$ cat src/rtl/acc_if.sv
// Command and data bundle between the multiplier control FSM and the
// accumulator: the FSM side drives the commands, the accumulator drives Saidas.
interface acc_if;
    logic        Sh;
    logic        Ad;
    logic        Load;
    logic [32:0] Entradas;
    logic [32:0] Saidas;

    modport master (
        output Sh,
        output Ad,
        output Load,
        output Entradas,
        input  Saidas
    );

    modport slave (
        input  Sh,
        input  Ad,
        input  Load,
        input  Entradas,
        output Saidas
    );
endinterface

$ cat src/rtl/acc.sv
// 33-bit accumulator of the 16x16 shift-and-add multiplier: [32:16] partial product, [15:0] multiplier.
// Optional macro ACC_ADDSH_EN: with Ad and Sh both high, add and shift are fused into one cycle.
module acc (
    input  logic Clk,
    input  logic Rst,
    acc_if.slave bus
);
    logic [32:0] acc_q;
    logic [32:0] acc_d;
    logic [16:0] sum;

    // Bit 32 is never an addend: the new carry replaces it.
    assign sum = {1'b0, acc_q[31:16]} + {1'b0, bus.Entradas[15:0]};

    always_comb begin
        acc_d = acc_q;
        if (bus.Load) begin
            acc_d = bus.Entradas;
        end else if (bus.Ad && bus.Sh) begin
`ifdef ACC_ADDSH_EN
            acc_d = {1'b0, sum, acc_q[15:1]};
`else
            acc_d = {sum, acc_q[15:0]};
`endif
        end else if (bus.Ad) begin
            acc_d = {sum, acc_q[15:0]};
        end else if (bus.Sh) begin
            acc_d = {1'b0, acc_q[32:1]};
        end
    end

    always_ff @(posedge Clk) begin
        if (Rst) begin
            acc_q <= '0;
        end else begin
            acc_q <= acc_d;
        end
    end

    assign bus.Saidas = acc_q;
endmodule

$ cat src/flat_wrapper.sv
// flat-port wrapper written by rule: the top's interface ports become plain ports
module acc_flat 
  (Clk, Rst, bus_Sh, bus_Ad, bus_Load, bus_Entradas, bus_Saidas);
  acc_if bus_i ();
  input  logic Clk;
  input  logic Rst;
  input wire logic [$bits(bus_i.Sh)-1:0] bus_Sh;
  input wire logic [$bits(bus_i.Ad)-1:0] bus_Ad;
  input wire logic [$bits(bus_i.Load)-1:0] bus_Load;
  input wire logic [$bits(bus_i.Entradas)-1:0] bus_Entradas;
  output wire logic [$bits(bus_i.Saidas)-1:0] bus_Saidas;
  assign bus_i.Sh = bus_Sh;
  assign bus_i.Ad = bus_Ad;
  assign bus_i.Load = bus_Load;
  assign bus_i.Entradas = bus_Entradas;
  assign bus_Saidas = bus_i.Saidas;
  acc u_core (.Clk(Clk), .Rst(Rst), .bus(bus_i));
endmodule
$ cat config.mk
export PLATFORM = sky130hd
export DESIGN_NAME = acc_flat
export DESIGN_NICKNAME = d
export VERILOG_FILES = /design/src/rtl/acc_if.sv /design/src/rtl/acc.sv /design/src/flat_wrapper.sv
export SDC_FILE = /design/constraint.sdc
export NUM_CORES = 1
export LEC_CHECK = 0
export ABC_CLOCK_PERIOD_IN_PS = 6450
export CORE_UTILIZATION = 49
export CTS_CLUSTER_DIAMETER = 120
export DETAILED_ROUTE_END_ITERATION = 16
export PLACE_DENSITY = 0.82
export SYNTH_ARGS = -nofsm -noshare
export SYNTH_HDL_FRONTEND = slang
export SYNTH_SLANG_ARGS = --single-unit
$ cat constraint.sdc
create_clock -name Clk -period 6.45 [get_ports Clk]
set_clock_uncertainty 0.15 [all_clocks]
set_input_delay 1.29 -clock Clk [delete_from_list [all_inputs] [get_ports Clk]]
set_output_delay 1.29 -clock Clk [all_outputs]
set_load 0.05 [all_outputs]
==> results of run 1 <==
-- worst paths after layout --
check / cells after the start / startpoint / slack (ns) / end
setup / recovery: 6 / bus_Sh / 2.49 / u_core.bus.Saidas[9]
hold / removal: 2 / u_core.bus.Saidas[32] / 0.38 / u_core.bus.Saidas[32]
setup reg to reg: 7 / u_core.bus.Saidas[16] / 3.83 / u_core.bus.Saidas[30]
hold reg to reg: 2 / u_core.bus.Saidas[32] / 0.38 / u_core.bus.Saidas[32]
-- routing by layer --
| layer | track usage (%) | share of wire (%) |
|---|---|---|
| met1 | 36.1 | 45 |
| met2 | 46.3 | 47 |
| met3 | 3.04 | 5.7 |
| met4 | 8.50 | 1.7 |
| met5 | 0 | 0 |
-- cells by family (layout without fill, tap and decap cells) --
family | after synthesis | after routing | synth area share [%]
AND/OR/NAND/NOR | 106 | 106 | 19.4
adder cells (fa/ha/maj) | 17 | 17 | 8.92
flip-flops | 33 | 33 | 26.7
AO/OA/AOI/OAI | 94 | 94 | 26.1
multiplexers | 29 | 29 | 12.0
XOR/XNOR | 5 | 5 | 1.77
buffers and inverters | 30 | 86 | 5.07
-- final cells by class --
cell class	count	area [um2]	area share [%]
multi-input cells	251	1690	51.5
repair buffers	70	696	21.3
well taps	67	83.8	2.56
clock inverters	1	30.0	0.917
clock buffers	7	86.3	2.64
inverters	8	30.0	0.917
flip-flops and latches	33	661	20.2
-- synthesized netlist by cell type, drive strengths merged, types with 8 or more instances --
master / instances
mux2i: 25
a21oi: 30
ha: 16
inv: 8
nand3: 8
clkbuf: 13
o211ai: 8
buf: 9
nor2: 48
o21ai: 12
dfxtp: 33
nand2: 22
-- critical path, stage by stage --
cell,delay [ns]
clkdlybuf4s50_1,1.00
nor2b_2,1.11
mux2i_1,0.29
nor2_1,0.06
a21oi_1,0.15
nor2_1,0.05
-- metrics by stage --
stage / hold WS, ns / area [um2] / instances / total power (uW) / setup WS, ns
2_1_floorplan: 0.559 / 2470 / 314 / 428 / 3.22
5_1_grt: 0.400 / 3270 / 437 / 750 / 2.30
3_5_place_dp: 0.362 / 3160 / 429 / 512 / 2.18
3_3_place_gp: 0.353 / 3160 / 429 / 509 / 2.27
4_1_cts: 0.372 / 3270 / 437 / 720 / 2.46
6_report: 0.376 / 3270 / 437 / 723 / 2.49
-- where the power goes --
group	switching (uW)	internal, uW	total (uW)
Clock	84.0	126	210
Combinational	164	112	276
Sequential	16.5	220	237
==> reports/metrics.cfg, run 1 <==
[timing]
slew_headroom_pct = 18.0
fin_tns_setup_ns = 0
rsz0062_at_grt = no
fmax_mhz = 253
fin_crit_sh_pct = 61.3
hold_violations = 0
tightest_slew_ns = 1.22
drv_slew = 0
setup_viol = 0
period_needed_ns = 3.96

[grt]
grt_pass1_vias = 2361
grt_pass1_wl_mm = 11.2
grt_usage_pct = 27.3
antenna_found_initial = 0
grt-ovfl-total = 0
grt_start_max_net_pins = 57

[final_layout]
syn_to_final_growth_pct = 32.5
final_cell_mix = 69 x clkdlybuf4s50_1, 48 x nor2_1, 33 x dfxtp_1
antenna_cells = 0
layout-drive-gt1-share_pct = 4.59
final_nets = 424
final_common_cell = clkdlybuf4s50_1
nFillCells = 411
largest_reg_flops = 33
post-route-util_pct = 68.4

[floorplanning]
fp.dieH_um = 73.0
start_util_pct = 51.6
io_pins = 71
dieWidth_um = 73.0
die_area_um2 = 5330
rows = 25
core_um2 = 4790

[yosys]
mappedNetlistArea_um2 = 2470
dominantRegCellSynth = dfxtp_1
ys_types = 53
ys_ff_latch = 33
async_reset_ff_share_pct = 0
netlist.area_leader.share_pct = 26.7
synth-edff-count = 0
synthCells = 314
ys_seq_area_share_pct = 26.7
synth_top_cell_by_area = dfxtp_1
synthTopCellsByArea = dfxtp_1 27%, mux2i_1 10%, ha_1 8.1%
avgSynthCellArea_um2 = 7.87
yosysWarnings = 0
synth_nets = 369

[placed_design]
hpwl_mm = 4.96
port_buffers = 70
gp_congestion = 0.878

[clock_tree]
path_clk_slew_ns = 0.07
post_cts_buffers = 0
clkSinkCount = 33
cts_max_level = 2
clockBufferDepth = 2
ctsHoldBuffers = 0
cts_resized = 0
root_buffer = clkbuf_8
cts_buffers = 5
clk_latency_ns = 0.29
cts_tree = done

[run]
maxCapViolations = 0

[setup_path]
path_class = input port to register
startpoint_type = input port
path_max_fanout = 18
crit_required_ns = 6.44
end_kind = register
critPathArrivalTime_ns = 3.95

[drt]
viasPerCell = 5.99
vias = 2616
drt-wirelength-per-cell_um = 16.5
antenna_left = 0
dr.pass1.iters = 5
drc_errors = 0
finalWirelength_mm = 7.21
drt_iter0_markers = 179

[run_status]
status = finished clean

[power_and_ir_drop]
powerDensity_nw_per_um2 = 221
peakVddDrop_v = 0.000121
leakagePower_uw = 0.00132

[worst_hold_path]
min_path_type = register to register

Power figures use the tool's default switching activity.
==> run 2, diff against run 1 <==
--- a/config.mk
+++ b/config.mk
@@ -5,11 +5,11 @@
 export SDC_FILE = /design/constraint.sdc
 export NUM_CORES = 1
 export LEC_CHECK = 0
-export ABC_CLOCK_PERIOD_IN_PS = 6450
-export CORE_UTILIZATION = 49
+export ABC_CLOCK_PERIOD_IN_PS = 3800
+export CORE_UTILIZATION = 48
 export CTS_CLUSTER_DIAMETER = 120
 export DETAILED_ROUTE_END_ITERATION = 16
-export PLACE_DENSITY = 0.82
+export PLACE_DENSITY = 0.81
 export SYNTH_ARGS = -nofsm -noshare
 export SYNTH_HDL_FRONTEND = slang
 export SYNTH_SLANG_ARGS = --single-unit
==> constraint.sdc (replaced) <==
create_clock -name Clk -period 3.8 [get_ports Clk]
set_clock_uncertainty 0.15 [all_clocks]
set_input_delay 0.76 -clock Clk [delete_from_list [all_inputs] [get_ports Clk]]
set_output_delay 0.76 -clock Clk [all_outputs]
set_load 0.05 [all_outputs]
==> run 2 against run 1 <==
Net effect:
- register-to-register slack got worse by 2.6 ns
- design area is 1.6% higher
- die area increased by 2.0%
- final cell count up 1.6%
- critical endpoint is now u_core.bus.Saidas[30]
- utilization grew 0.20 points
- non-clock buffer count rose by 7
- sequential cell count stayed put
- routed wire length increased by 0.69%
- sequential power is 70% higher
- highest routed layer unchanged
==> reports/metrics.cfg, run 2 (same netlist as run 1, synthesis figures left out) <==
[final_layout]
final_cell_mix = 69 x clkdlybuf4s50_1, 48 x nor2_1, 33 x dfxtp_1
syn_to_final_growth_pct = 34.7
register_area_um2 = 661
final_common_cell = clkdlybuf4s50_1
final_area_um2 = 3330
layout-drive-gt1-share_pct = 6.37
multiInputGateArea_um2 = 1690
nFillCells = 415
largest_reg_flops = 33
antenna_cells = 0
final_nets = 431

[setup_path]
crit_required_ns = 3.85
startpoint_type = input port
path_max_fanout = 5
critPathArrivalTime_ns = 3.15
path_class = input port to register
end_kind = register

[drt]
drt-wirelength-per-cell_um = 16.4
antenna_left = 0
drt_iter0_markers = 156
viasPerCell = 5.79
finalWirelength_mm = 7.26
vias = 2569
drc_errors = 0
dr.pass1.iters = 4

[clock_tree]
root_buffer = clkbuf_8
cts_max_level = 2
cts_buffers = 5
cts_tree = done
clk_latency_ns = 0.29
ctsHoldBuffers = 0
path_clk_slew_ns = 0.07
cts_resized = 0
clkSinkCount = 33
clockBufferDepth = 2
post_cts_buffers = 0

[grt]
antenna_found_initial = 0
grt-ovfl-total = 0
grt_start_max_net_pins = 30
grt_pass1_vias = 2390
grt_pass1_wl_mm = 11.2
grt_usage_pct = 27.2

[timing]
setup_viol = 0
period_needed_ns = 3.09
fmax_mhz = 323
drv_slew = 0
hold_slack_ns = 0.367
hold_violations = 0
rsz0062_at_grt = no
tightest_slew_ns = 0.607
fin_crit_sh_pct = 81.4
fin_tns_setup_ns = 0
slew_headroom_pct = 59.2

[floorplanning]
start_util_pct = 50.9
dieWidth_um = 73.7
die_area_um2 = 5440
io_pins = 71
core_um2 = 4850
rows = 25
fp.dieH_um = 73.7

[run_status]
status = finished clean

[placed_design]
gp_congestion = 0.903
dpl_cell_area_um2 = 3210
hpwl_mm = 5.29
port_buffers = 70

[power_and_ir_drop]
powerDensity_nw_per_um2 = 369
leakagePower_uw = 0.00136
peakVddDrop_v = 0.000183

[worst_hold_path]
min_path_type = register to register

[run]
maxCapViolations = 0

## run 2: cell count changes in the layout (fill, tap and decap cells not counted), sizes merged
| cell | before | now |
|---|---|---|
| buf | 1 | 8 |
## run 2: where the power goes
group / total (uW) / leakage, uW / switching, uW / internal [uW]
clock: 353 / 0.0000585 / 139 / 214
sequential: 402 / 0.000273 / 28.4 / 374
combinational: 474 / 0.00102 / 279 / 194
## run 2: path summary, 6_finish.rpt
kind / start / end / slack (ns) / cells after the start
hold reg to reg: u_core.bus.Saidas[32] / u_core.bus.Saidas[32] / 0.37 / 2
setup reg to reg: u_core.bus.Saidas[16] / u_core.bus.Saidas[30] / 1.24 / 7
hold / removal: u_core.bus.Saidas[32] / u_core.bus.Saidas[32] / 0.37 / 2
setup / recovery: bus_Entradas[0] / u_core.bus.Saidas[30] / 0.71 / 8
## run 2: critical path: stages
cell             delay (ns)
clkdlybuf4s50_1        0.43
ha_1                   0.22
fa_1                   0.42
a21o_1                 0.22
a221oi_2               0.46
nor3_1                 0.17
o31a_1                 0.27
o32ai_1                0.20
## run 2: layer usage
layer | vias to the layer above | GRT usage, % | wire length [um]
met5 | - | 0 | 0
li1 | 1281 | - | -
met4 | 0 | 9.19 | 134
met1 | 1173 | 34.6 | 3250
met2 | 99 | 45.8 | 3340
met3 | 16 | 5.35 | 544
## run 2: metrics by stage
step / worst slack [ns] / total power, uW / utilization (%) / cells
3_5_place_dp: 0.413 / 877 / 66.2 / 436
3_3_place_gp: 0.517 / 873 / 66.2 / 436
2_1_floorplan: 1.10 / 727 / - / 314
5_1_grt: 0.567 / 1280 / 68.6 / 444
6_report: 0.707 / 1230 / 68.6 / 444
4_1_cts: 0.702 / 1230 / 68.6 / 444
## run 2: area by class of cell
class / instances / area share [%]
clock buffers: 7 / 2.60
clock inverters: 1 / 0.903
inverters: 8 / 0.903
multi-input cells: 251 / 50.7
flip-flops and latches: 33 / 19.9
well taps: 67 / 2.52
repair buffers: 77 / 22.5
==> run 3, diff against run 2 <==
--- a/config.mk
+++ b/config.mk
@@ -5,11 +5,11 @@
 export SDC_FILE = /design/constraint.sdc
 export NUM_CORES = 1
 export LEC_CHECK = 0
-export ABC_CLOCK_PERIOD_IN_PS = 3800
-export CORE_UTILIZATION = 48
+export ABC_CLOCK_PERIOD_IN_PS = 2730
+export CORE_UTILIZATION = 44
 export CTS_CLUSTER_DIAMETER = 120
 export DETAILED_ROUTE_END_ITERATION = 16
-export PLACE_DENSITY = 0.81
+export PLACE_DENSITY = 0.78
 export SYNTH_ARGS = -nofsm -noshare
 export SYNTH_HDL_FRONTEND = slang
 export SYNTH_SLANG_ARGS = --single-unit
==> constraint.sdc (replaced) <==
create_clock -name Clk -period 2.73 [get_ports Clk]
set_clock_uncertainty 0.15 [all_clocks]
set_input_delay 0.546 -clock Clk [delete_from_list [all_inputs] [get_ports Clk]]
set_output_delay 0.546 -clock Clk [all_outputs]
set_load 0.05 [all_outputs]
==> run 3 against run 2 <==
Net effect:
- first-iteration DRC count increased by 5.1%
- register-to-register slack worse by 0.79 ns
- critical path depth is 1 lower
- non-clock buffer count rose by 40
- utilization is 0.47 points higher
- power rose by 47%
- worst setup slack lost 0.60 ns
- sequential share of layout area shrank 1.7 points
- sequential power grew 40%
==> reports/metrics.cfg, run 3 (same netlist as run 1, synthesis figures left out) <==
[run_status]
status = finished clean

[grt]
grt_pass1_vias = 2726
grt-ovfl-total = 0
grt_pass1_wl_mm = 13.1
grt_start_max_net_pins = 44
grt_usage_pct = 27.8
antenna_found_initial = 0

[timing]
drv_slew = 0
slew_headroom_pct = 64.6
rsz0062_at_grt = no
fin_tns_setup_ns = 0
fmax_mhz = 382
hold_violations = 0
tightest_slew_ns = 0.529
setup_viol = 0
period_needed_ns = 2.62
fin_crit_sh_pct = 96.0

[drt]
vias = 2849
dr.pass1.iters = 5
viasPerCell = 5.85
drt_iter0_markers = 164
finalWirelength_mm = 7.94
drc_errors = 0
drt-wirelength-per-cell_um = 16.3
antenna_left = 0

[clock_tree]
root_buffer = clkbuf_8
clk_latency_ns = 0.29
clkSinkCount = 33
clockBufferDepth = 2
cts_max_level = 2
cts_buffers = 5
path_clk_slew_ns = 0.07
cts_resized = 0
post_cts_buffers = 0
cts_tree = done
ctsHoldBuffers = 0

[floorplanning]
rows = 26
fp.dieH_um = 76.9
start_util_pct = 46.9
dieWidth_um = 76.9
io_pins = 71
die_area_um2 = 5920
core_um2 = 5270

[final_layout]
final_common_cell = clkdlybuf4s50_1
final_nets = 471
largest_reg_flops = 33
layout-drive-gt1-share_pct = 16.1
antenna_cells = 0
final_cell_mix = 69 x clkdlybuf4s50_1, 48 x nor2_1, 47 x buf_4
syn_to_final_growth_pct = 47.4
instances_no_fill = 487

[placed_design]
gp_congestion = 0.956
port_buffers = 70
placed_cells = 479
hpwl_mm = 5.95

[power_and_ir_drop]
leakagePower_uw = 0.00155
peakVddDrop_v = 0.000313
power_uw = 1800
powerDensity_nw_per_um2 = 496

[setup_path]
crit_start = bus_Entradas[8]
crit_required_ns = 2.76
startpoint_type = input port
critPathArrivalTime_ns = 2.65
r2r-start = u_core.bus.Saidas[24]
path_max_fanout = 2
end_kind = register
path_class = input port to register

[worst_hold_path]
hold_path_startpoint = u_core.bus.Saidas[23]
min_path_type = register to register

[run]
maxCapViolations = 0

==> run 3: through the flow <==
| stage | worst slack, ns | utilization, % | area [um2] | hold slack (ns) |
|---|---|---|---|---|
| floorplan | 0.159 | - | 2470 | 0.539 |
| global placement | -0.176 | 66.7 | 3510 | 0.356 |
| detailed placement | -0.223 | 66.7 | 3510 | 0.367 |
| CTS | 0.0649 | 68.9 | 3630 | 0.377 |
| global route | 0.0184 | 69.1 | 3640 | 0.406 |
| finish | 0.109 | 69.1 | 3640 | 0.375 |
==> run 3: power by group <==
group	internal [uW]	switching [uW]	leakage [uW]
registers	520	41.8	0.000273
clock network	298	191	0.0000585
logic	340	413	0.00122
total	1160	646	0.00155
==> run 3: cell type report <==
type,count,area (um2)
clock buffers,7,86.3
clock inverters,1,30.0
flip-flops and latches,33,661
well taps,70,87.6
repair buffers,117,1050
multi-input cells,251,1700
fillers,457,1630
inverters,8,30.0
==> run 3: final timing paths <==
check,endpoint,slack [ns],cells after the start
worst max-delay path,u_core.bus.Saidas[31],0.11,7
worst min-delay path,u_core.bus.Saidas[23],0.38,2
worst max register to register,u_core.bus.Saidas[31],0.45,6
worst min register to register,u_core.bus.Saidas[23],0.38,2
==> run 3: metal layers <==
layer  up-vias  global-route usage, %  routed length, um
met5         -                      0                  0
li1       1369                      -                  -
met3        23                   4.40                629
met4         0                   10.2                212
met1      1312                   36.8               3560
met2       145                   45.2               3540
==> run 3: worst max-delay path, cell delays in order <==
cell             delay [ns]
clkdlybuf4s50_1        0.49
ha_1                   0.25
a21o_1                 0.19
a31oi_1                0.21
o221ai_1               0.20
or4_1                  0.51
a32o_1                 0.26
